File: config.mk
export PLATFORM = sky130hd
export DESIGN_NAME = load_return_unit
export DESIGN_NICKNAME = d
export VERILOG_FILES = /design/src/rtl/load_return_unit_pkg.sv /design/src/rtl/load_return_unit_load_extract.sv /design/src/rtl/load_return_unit.sv
export SDC_FILE = /design/constraint.sdc
export NUM_CORES = 1
export LEC_CHECK = 0
export ABC_AREA = 0
export CAP_MARGIN = 20
export CORE_UTILIZATION = 37
export CTS_CLUSTER_SIZE = 20
export DETAILED_ROUTE_END_ITERATION = 10
export PLACE_DENSITY = 0.75
export SYNTH_ARGS = -nofsm -noshare
export SYNTH_HDL_FRONTEND = slang
export SYNTH_SLANG_ARGS = --single-unit
File: constraint.sdc
create_clock -name clk -period 1.7 [get_ports clk]
set_input_delay 0.17 -clock clk [delete_from_list [all_inputs] [get_ports clk]]
set_output_delay 0.17 -clock clk [all_outputs]
set_load 0.02 [all_outputs]
File: src/rtl/load_return_unit_pkg.sv
// Shared definitions for the load return path: RV32I load encodings,
// controller states and the word-align constant used on dmem_addr.
package load_return_unit_pkg;

    localparam logic [2:0] F3_LB  = 3'b000;
    localparam logic [2:0] F3_LH  = 3'b001;
    localparam logic [2:0] F3_LW  = 3'b010;
    localparam logic [2:0] F3_LBU = 3'b100;
    localparam logic [2:0] F3_LHU = 3'b101;

    localparam logic [1:0] WORD_ALIGN = 2'b00;

    typedef enum logic [1:0] {
        S_IDLE = 2'b00,
        S_WAIT = 2'b01,
        S_HOLD = 2'b10
    } lru_state_e;

endpackage

File: src/rtl/load_return_unit_load_extract.sv
// Combinational lane select and sign/zero extension of a little-endian read word;
// flags misaligned accesses and illegal funct3 (data forced to zero on error).
module load_extract
    import load_return_unit_pkg::*;
(
    input  logic [31:0] word,
    input  logic [1:0]  offset,
    input  logic [2:0]  funct3,
    output logic [31:0] data,
    output logic        err
);

    logic [7:0]  lane_b;
    logic [15:0] lane_h;

    always_comb begin
        data   = '0;
        err    = 1'b0;
        lane_b = word[{offset, 3'b000} +: 8];
        lane_h = offset[1] ? word[31:16] : word[15:0];
        case (funct3)
            F3_LB:  data = {{24{lane_b[7]}}, lane_b};
            F3_LBU: data = {24'b0, lane_b};
            F3_LH: begin
                if (offset[0]) err = 1'b1;
                else           data = {{16{lane_h[15]}}, lane_h};
            end
            F3_LHU: begin
                if (offset[0]) err = 1'b1;
                else           data = {16'b0, lane_h};
            end
            F3_LW: begin
                if (offset != WORD_ALIGN) err = 1'b1;
                else                      data = word;
            end
            default: err = 1'b1;
        endcase
    end

endmodule

File: src/rtl/load_return_unit.sv
// Single-outstanding load unit: issues a word-aligned dmem read, waits for the
// variable-latency response (with optional timeout), then holds the result for writeback.
module load_return_unit
    import load_return_unit_pkg::*;
#(
    parameter int TIMEOUT = 255,
    parameter int CNT_W   = 8
) (
    input  logic        clk,
    input  logic        rst,
    input  logic        req_valid,
    output logic        req_ready,
    input  logic [31:0] req_addr,
    input  logic [2:0]  req_funct3,
    input  logic [4:0]  req_rd,
    output logic        dmem_re,
    output logic [31:0] dmem_addr,
    input  logic        dmem_resp_valid,
    input  logic [31:0] dmem_rdata,
    output logic        wb_valid,
    input  logic        wb_ready,
    output logic [4:0]  wb_rd,
    output logic [31:0] wb_data,
    output logic        wb_err,
    output logic        busy
);

    localparam logic [CNT_W-1:0] CNT_LAST = (TIMEOUT == 0) ? '0 : CNT_W'(TIMEOUT - 1);

    lru_state_e       state;
    logic [1:0]       off_q;
    logic [2:0]       f3_q;
    logic [4:0]       rd_q;
    logic [CNT_W-1:0] cnt;
    logic             accept;
    logic             timed_out;
    logic [31:0]      ext_data;
    logic             ext_err;

    assign req_ready = (state == S_IDLE) || ((state == S_HOLD) && wb_ready);
    assign accept    = req_valid && req_ready;
    assign dmem_re   = accept;
    assign dmem_addr = {req_addr[31:2], WORD_ALIGN};
    assign timed_out = (TIMEOUT != 0) && (cnt == CNT_LAST);

    load_extract u_extract (
        .word   (dmem_rdata),
        .offset (off_q),
        .funct3 (f3_q),
        .data   (ext_data),
        .err    (ext_err)
    );

    always_ff @(posedge clk) begin
        if (rst) begin
            state    <= S_IDLE;
            off_q    <= '0;
            f3_q     <= '0;
            rd_q     <= '0;
            cnt      <= '0;
            wb_valid <= 1'b0;
            wb_rd    <= '0;
            wb_data  <= '0;
            wb_err   <= 1'b0;
            busy     <= 1'b0;
        end else begin
            // Accept only happens in IDLE or HOLD, so request capture never collides with WAIT counting.
            if (accept) begin
                off_q <= req_addr[1:0];
                f3_q  <= req_funct3;
                rd_q  <= req_rd;
                cnt   <= '0;
            end
            case (state)
                S_IDLE: begin
                    if (accept) begin
                        state <= S_WAIT;
                        busy  <= 1'b1;
                    end
                end
                S_WAIT: begin
                    if (dmem_resp_valid) begin
                        state    <= S_HOLD;
                        wb_valid <= 1'b1;
                        wb_rd    <= rd_q;
                        wb_data  <= ext_data;
                        wb_err   <= ext_err;
                    end else if (timed_out) begin
                        state    <= S_HOLD;
                        wb_valid <= 1'b1;
                        wb_rd    <= rd_q;
                        wb_data  <= '0;
                        wb_err   <= 1'b1;
                    end else begin
                        cnt <= cnt + CNT_W'(1);
                    end
                end
                S_HOLD: begin
                    if (wb_ready) begin
                        wb_valid <= 1'b0;
                        if (accept) begin
                            state <= S_WAIT;
                        end else begin
                            state <= S_IDLE;
                            busy  <= 1'b0;
                        end
                    end
                end
                default: begin
                    state    <= S_IDLE;
                    wb_valid <= 1'b0;
                    busy     <= 1'b0;
                end
            endcase
        end
    end

endmodule
==> results of run 1 <==
-- worst register-to-register path: cells and delay by family, from the launching register on --
kind	cells	cell delay (ps)
mux	1	520
buf+inv	1	160
compound gates	2	450
flops	1	370
simple gates	1	60
-- path summary, 6_finish.rpt --
path / to / slack [ps] / depth (start not counted)
setup / recovery: wb_data[21] / 30 / 5
hold / removal: dmem_addr[18] / 340 / 0
setup reg to reg: wb_data[21] / 30 / 5
hold reg to reg: wb_valid / 460 / 2
-- repair_timing --
item | in CTS | in global routing
buffers inserted | 1 | 2
endpoints found under the setup margin | 20 | 18
resized for setup | 5 | 4
pin swaps | 1 | 3
hold endpoints to repair | 0 | 0
-- synth_stat cells, types with 3 or more instances --
cell	number	area share, %
a221o_1	20	6.4
a22o_1	6	1.7
nand2b_1	10	2.0
nand3_1	10	1.6
a21oi_1	29	4.6
mux2i_1	19	6.1
nand2_1	15	1.8
buf_4	33	7.9
mux2_2	3	1.1
a31oi_1	5	1.0
buf_2	9	1.4
inv_1	7	0.84
nor2_1	13	1.6
nor3_1	6	0.96
o21ai_0	26	4.2
nor2b_1	10	2.0
o2bb2ai_1	12	3.4
a21o_1	5	1.2
dfxtp_1	60	38
clkbuf_1	10	1.2
and3_1	3	0.60
or3_1	3	0.60
-- power by group through the flow --
stage | registers (mW) | clock network (mW) | logic, mW
after global placement | 1.54 | 0 | 0.692
after detailed placement | 1.54 | 0 | 0.700
after CTS | 1.51 | 1.31 | 0.703
after floorplan | 1.58 | 0 | 0.423
final | 1.51 | 1.28 | 0.706
after global routing | 1.52 | 1.38 | 0.765
-- metal layers --
layer / part of all wire [%] / GRT usage, % / vias up
li1: - / - / 1396
met1: 44 / 23.01 / 1316
met2: 46 / 30.84 / 103
met3: 8.0 / 6.877 / 14
met4: 2.0 / 6.667 / 0
met5: 0 / 0 / -
-- logic make-up after synthesis --
logic type	synth area share, %
AOI/OAI and AO/OA	24.84
and+or+nand+nor	15.15
buffers and inverters	12.46
DFF	38.46
muxes	7.892
adders and majority gates	0.8012
other	0.1201
xor gates and xnor gates	0.2805
-- flip-flops by register name (all words and copies together), names as in the netlist --
signal and cells:
busy 1, cnt 8, f3_q 3, off_q 2
rd_q 5, state 2, wb_data 32, wb_err 1
wb_rd 5, wb_valid 1
-- layout make-up --
cell class	instances	area, um2	share of cell area [%]
Clock buffer	11	151.4	3.502
Clock inverter	4	48.80	1.129
Inverter	7	26.28	0.6078
Multi-Input combinational cell	223	1570	36.32
Sequential cell	60	1206	27.90
Tap cell	105	131.4	3.039
Timing Repair Buffer	126	1189	27.50
==> reports/qor.yml, run 1 <==
finish:
  final_util_pct: 52.88
  syn_to_final_growth_pct: 38.42
  layout_common_cells: "clkdlybuf4s50_1, dfxtp_1, buf_4"
  fin_nets: 506
  drive_gt1_share_pct: 16.24
  layout.cells.non_filler: 536
  final_common_cell: "clkdlybuf4s50_1"
  final_cell_area_mm2: 0.004323
  fillers: 742
  n_antenna_cell: 0
place:
  dpl_cell_area_mm2: 0.004078
  io_buffer_count: 88
  gp_congestion: 0.8985
  post-place-ws_ps: -270.0
  dpl.cell_count: 519
  dp_hpwl_um: 6099
die:
  io_pins: 151
  die_h_um: 93.87
  die-area_mm2: 0.008812
  start_util_pct: 38.20
  core_region_area_mm2: 0.008175
  dieWidth_um: 93.87
  fp-row-count: 33
critical_path:
  crit_type: "reg -> reg"
  cpMaxStageDelayCell: "mux4_2"
  required_ps: 1920
  critPathCaptureType: "register"
  path_buf_inv: 1
  critPathTopFamily: "multiplexers"
  reg2reg_from: "off_q[1]"
  start_kind: "register"
  cp.arrival_ps: 1900
  slowest_delay_ps: 520
  path_cells: "mux4_2 > a22oi_2 > nor4_4 > buf_12 > a221o_1"
  startpoint: "off_q[1]"
  critPathMaxFanout: 16
power:
  power_mw: 3.496
  ir_drop_mv: 0.3815
  p_clk_share_pct: 36.6
  power.share.combinational_pct: 20.2
  powerDensity_mw_per_mm2: 808.8
  leakagePower_nw: 1.643
  internal-power_mw: 2.581
  netSwitchingFraction_pct: 26.18
  p_seq_share_pct: 43.3
  power_switching_mw: 0.9153
synthesis:
  synthCells: 345
  synth-seq-cells: 60
  yosysSeqAreaShare_pct: 38.46
  netlist_area_mm2: 0.003123
  synth_flop_cell: "dfxtp_1"
  ys_warn_count: 0
  synth.avg_cell_area_um2: 9.052
  synthDistinctLibCells: 47
  asyncSetResetFlopFracSynth_pct: 0
  synth-edff-count: 0
clocking:
  cts.clk_slew.worst_paths_ps: 70
  clock_sinks: 60
  numCtsBuffers: 9
  clk_path_buf_depth: 2
  postCtsHoldBufs: 0
  clk_latency_ps: 340
  tritoncts: "yes"
  cts-root-buf: "clkbuf_8"
  ctsHtreeMaxLevel: 3
min_path:
  worstHoldStart: "req_addr[18]"
  hold_path_class: "in -> out"
detailed_routing:
  routed_wl_um: 8022
  remaining_drc_errors: 0
  wl_per_cell_um: 14.97
  vias: 2829
  antenna_left: 0
  firstDrtPassIters: 4
  drt_iter0_drc: 98
  vias_per_cell: 5.278
sta:
  tns_ps: 0
  period_needed_ps: 1670
  finalHoldViolCount: 0
  fin_crit_sh_pct: 98.26
  rsz0062_at_grt: "yes"
  whs_ps: 340.0
  setup_viol: 0
  setup_ws_ps: 29.64
  fin_skew_ps: 11.60
  maxSlewViolCount: 0
  fmax_ghz: 0.5987
grt:
  antenna_found_initial: 0
  grt_max_degree: 33
  grt_overflow: 0
  first_global_vias: 2697
  grt_pass1_wl_um: 12940
  grt_use_total_pct: 18.99
run_status:
  outcome: "complete, no violations"
run:
  drv_cap: 0
(Power assumes the default switching activity.)
==> run 2: changes to the inputs <==
Settings changed: CORE_ASPECT_RATIO set to 1.4.
==> run 2 against run 1 <==
- routed wire length is 10% higher
- final cell count grew 0.19%
- setup slack about the same
- total power up 14%
- utilization grew 1.3 points
- die area hardly changed
- non-clock buffer count is 4 higher
- highest routed layer unchanged
- register-to-register slack about the same
- global-route usage up 1.9 points
==> reports/qor.yml, run 2 (synthesized netlist as in run 1, its figures left out) <==
detailed_routing:
  remaining_drc_errors: 0  # unchanged
  vias: 2908  # was 2829
  vias_per_cell: 5.415  # was 5.278
  drt_iter0_drc: 165  # was 98
  routed_wl_um: 8829  # was 8022 um
  wl_per_cell_um: 16.44  # was 14.97 um
  firstDrtPassIters: 4  # unchanged
  antenna_left: 0  # unchanged
min_path:
  hold_path_class: "in -> out"  # unchanged
  holdPathStages: 0  # unchanged
  worstHoldStart: "req_addr[15]"  # was req_addr[18]
  worstHoldEndpoint: "dmem_addr[15]"  # was dmem_addr[18]
sta:
  setup_viol: 0  # unchanged
  maxSlewViolCount: 0  # unchanged
  fmax_ghz: 0.5986  # was 0.5987 GHz
  tns_ps: 0  # unchanged
  fin_skew_ps: 6.314  # was 11.60 ps
  rsz0062_at_grt: "yes"  # unchanged
  finalHoldViolCount: 0  # unchanged
  period_needed_ps: 1670  # about the same
  fin_crit_sh_pct: 98.26  # about the same
power:
  leakagePower_nw: 1.701  # was 1.643 nW
  powerDensity_mw_per_mm2: 902.2  # was 808.8 mW/mm2
  ir_drop_mv: 0.6192  # was 0.3815 mV
critical_path:
  path_buf_inv: 1  # unchanged
  path_cells: "mux4_2 > a22oi_2 > nor4_4 > buf_4 > a221o_1"  # was mux4_2 > a22oi_2 > nor4_4 > buf_12 > a221o_1
  critPathTopFamily: "multiplexers"  # unchanged
  rr_worst_depth: 5  # unchanged
  start_kind: "register"  # unchanged
  slowest_delay_ps: 530  # was 520 ps
  cp.arrival_ps: 1890  # was 1900 ps
  regToRegSetupSlack_ps: 30  # about the same
  critPathMaxFanout: 6  # was 16
  cpMaxStageDelayCell: "mux4_2"  # unchanged
  crit_type: "reg -> reg"  # unchanged
  r2r_end: "wb_data[30]"  # was wb_data[21]
  required_ps: 1920  # about the same
  critPathCaptureType: "register"  # unchanged
  reg2reg_from: "off_q[1]"  # unchanged
place:
  io_buffer_count: 88  # unchanged
  dp_hpwl_um: 6521  # was 6099 um
  dpl.cell_count: 519  # unchanged
  gp_congestion: 0.8852  # was 0.8985
die:
  die-area_mm2: 0.008817  # was 0.008812 mm2
  start_util_pct: 38.32  # was 38.20%
  fp-row-count: 39  # was 33
  die_h_um: 110.7  # was 93.87 um
  core_region_area_mm2: 0.008149  # was 0.008175 mm2
  io_pins: 151  # unchanged
  dieWidth_um: 79.65  # was 93.87 um
grt:
  met1_usage_pct: 23.14  # was 23.01%
  antenna_found_initial: 0  # unchanged
  grt_max_degree: 32  # was 33
  grt_pass1_wl_um: 14080  # was 12940 um
  first_global_vias: 2905  # was 2697
  grt_overflow: 0  # unchanged
  grt_use_total_pct: 20.88  # was 18.99%
  busiest_layer: "met2"  # unchanged
  met2_usage_pct: 35.84  # was 30.84%
  use_met3_pct: 6.255  # was 6.877%
clocking:
  clock_sinks: 60  # unchanged
  clk_path_buf_depth: 2  # unchanged
  cts.clk_slew.worst_paths_ps: 50  # was 70 ps
  tritoncts: "yes"  # unchanged
  cts-root-buf: "clkbuf_16"  # was clkbuf_8
  numCtsBuffers: 9  # unchanged
  ctsHtreeMaxLevel: 3  # unchanged
  clk_latency_ps: 340  # about the same
finish:
  final_common_cell: "clkdlybuf4s50_1"  # unchanged
  layout_common_cells: "clkdlybuf4s50_1, dfxtp_1, buf_4"  # unchanged
  syn_to_final_growth_pct: 41.39  # was 38.42%
  fin_nets: 510  # was 506
  top_regs: "wb_data x32, cnt x8"  # unchanged
  largest_reg_flops: 32  # unchanged
  regMostFlops: "wb_data"  # unchanged
  drive_gt1_share_pct: 16.55  # was 16.24%
  layout.cells.non_filler: 537  # was 536
  n_antenna_cell: 0  # unchanged
run_status:
  outcome: "complete, no violations"  # unchanged
run:
  drv_cap: 0  # unchanged
[run 2: cell count changes in the layout (fill, tap and decap cells not counted), sizes merged]
cell	delta
buf	+4
clkbuf	+4
clkinv	-2
dlygate4sd2	-2
bufinv	-1
clkdlybuf4s15	+1
[run 2: worst max-delay path by stage]
stage	start	endpoint	depth (start not counted)
5_1_grt	off_q[1]	wb_data[30]	5
3_5_place_dp	dmem_rdata[15]	wb_data[20]	5
4_1_cts	cnt[0]	cnt[4]	6
2_1_floorplan	off_q[1]	wb_data[18]	6
3_3_place_gp	dmem_rdata[31]	wb_data[22]	5
6_report	off_q[1]	wb_data[30]	5
[run 2: stage by stage]
stage	util [%]	hold WS, ps	power, mW	instance area, um2	setup slack, ps
6_report	54.18	340.0	3.984	4415	29.56
2_1_floorplan	-	279.7	2.006	3142	4.222
4_1_cts	54.11	340.1	4.015	4409	5.373
3_5_place_dp	50.27	340.1	2.260	4096	-327.5
3_3_place_gp	50.27	340.1	2.248	4096	-247.9
5_1_grt	54.18	340.0	4.151	4415	-41.04
[run 2: what timing repair did]
item                                    in CTS  in global routing
hold buffers                                 0                  0
endpoints found under the hold margin        0                  0
endpoints found under the setup margin      18                 30
buffers inserted                             3                  0
resized for setup                            3                  7
pin swaps                                    2                  3
[run 2: per-layer routing]
layer	vias up	routed length, um
met5	-	0
met4	0	179
met3	14	744
met2	126	4574
met1	1359	3330
li1	1409	-
[run 2: worst reg2reg max path: stages (launching register included)]
cell and delay, ps:
dfxtp_2 340, mux4_2 530, a22oi_2 180, nor4_4 60
buf_4 180, a221o_1 260
[run 2: final cells by class]
type	instances	area, um2
timing repair buffer	130	1211
clock buffer	14	284.0
fill	716	3734
tap	102	127.6
inverter	7	26.28
sequential	60	1204
clock inverter	1	5.005
multi-input combinational	223	1558
[run 2: power breakdown]
part | internal, mW | total, mW | leakage [nW] | switching [mW]
clock network | 1.13 | 1.74 | 0.145 | 0.612
registers | 1.47 | 1.52 | 0.488 | 0.0445
logic | 0.374 | 0.722 | 1.07 | 0.348
==> RTL change, RTL diff (settings of run 2) <==
Make the reset (`rst`) asynchronous in one clocked block.
--- a/src/rtl/load_return_unit.sv
+++ b/src/rtl/load_return_unit.sv
@@ -52,5 +52,5 @@
     );
 
-    always_ff @(posedge clk) begin
+    always_ff @(posedge clk or posedge rst) begin
         if (rst) begin
             state    <= S_IDLE;
Formal check against the unedited RTL: differs if rst is asserted again (counterexample within 4 cycles, from zero or initial values and one cycle with rst high); with rst held inactive, the same outputs for 4 cycles.
==> RTL change against run 2 <==
Utilization decreased by 0.15 points. Sequential share of layout area increased by 3.7 points. Cell area grew 9.9%. Sequential cell count stayed put. Fmax up 0.53%. Worst setup slack improved by 0.0088 ns. Wire length up 2.6%. Area after synthesis rose by 8.5%. Synthesized cell count down 6.7%. Critical path type unchanged. Critical endpoint is now wb_data[13].
Power is not compared: it rests on default switching activity, and its combinational part moved more than twofold at a synthesized area within 25%.
==> RTL change: results (changes against run 2) <==
Synthesis:
- The proportion of synthesized area in mux cells was 6.83% (-1.1 points).
- The portion of the post-synthesis area used by sequential elements is 44.3% (+5.8 points).
- The share of the synthesized area in compound gates (AO/OA/AOI/OAI) is 19.5% (-5.3 points).
- The number of distinct library cells after synthesis is 57 (+21%).
- The share of async-settable or async-resettable flops after synthesis is 100% (+100 points).

Setup path:
- Broken down by cell family, the worst path's largest delay share belongs to compound AO/OA/AOI/OAI gates.
- The largest incremental delay on the critical path is 0.46 ns (-0.07 ns).
- The count of cells along the worst register-to-register path is 4 (-1).
- The capturing instance or port of the critical path is wb_data[13].
- The start point of the critical path is off_q[0].
- The peak fanout along the critical path is 7 (+1).
- The slowest stage of the critical path is the sky130_fd_sc_hd__dfrtp_2 cell.

Placement:
- The number of placed instances, taps included is 510 (-1.7%).
- The estimated wirelength of the detail-placed design came to 6800 um (+4.3%).

Cells and area:
- The number of filler instances in the final layout is 777 (+8.5%).
- The net count of the finished layout is 497 (-2.5%).

Global route:
- The pin count of the biggest net entering global routing is 61 (+91%).
- The met3 track demand over resource came to 4.67% (-1.6 points).
- The all-layer global routing usage came to 19.5% (-1.4 points).
- The global-route wire length before repair was 14500 um (+3.1%).
- The met1 global-route usage is 20.7% (-2.5 points).
- The via count of the first global-routing pass is 2962 (+2.0%).

Routing:
- The total wire length is 9060 um (+2.6%).
- The detailed-routing wirelength on met1 is 3530 um (+5.9%).
- The routed length on met3 was 418 um (-44%).
- The post-detailed-route wirelength per cell is 17.1 um (+3.9%).
- The amount of wire on met2 after detailed routing was 4730 um (+3.3%).
- The initial DRC count is 152 (-7.9%).
- The number of vias after detailed routing came to 2917 (+0.31%).

Status:
- The run finished with clean final reports.

Timing:
- The achievable clock frequency is 602 MHz (+0.53%).
- The worst clock skew was 0.00623 ns (-0.0000874 ns).

Worst hold path:
- The class of the tightest hold or removal check is in -> async.
## RTL change: cell types whose count changed in the layout (fill, tap and decap cells not counted), sizes merged, moves of 6 or more
| cell | run 2 | this run |
|---|---|---|
| dfrtp | 0 | 60 |
| dfxtp | 60 | 0 |
| a21oi | 29 | 6 |
| mux2i | 19 | 1 |
| a22o | 6 | 22 |
| mux2 | 3 | 19 |
| nand3 | 10 | 25 |
| o21ai | 28 | 13 |
| a221o | 20 | 9 |
| o2bb2ai | 12 | 1 |
| nand2b | 10 | 0 |
| nand2 | 15 | 23 |
| a222oi | 0 | 7 |
| buf | 42 | 48 |
## RTL change: final cells by class
type,count,area [um^2],share of cell area [%]
Timing Repair Buffer,136,1320,27.2
Clock buffer,13,280,5.78
Sequential cell,60,1500,31.0
Multi-Input combinational cell,204,1550,31.9
Clock inverter,3,42.5,0.877
Inverter,7,26.3,0.542
Tap cell,107,134,2.76
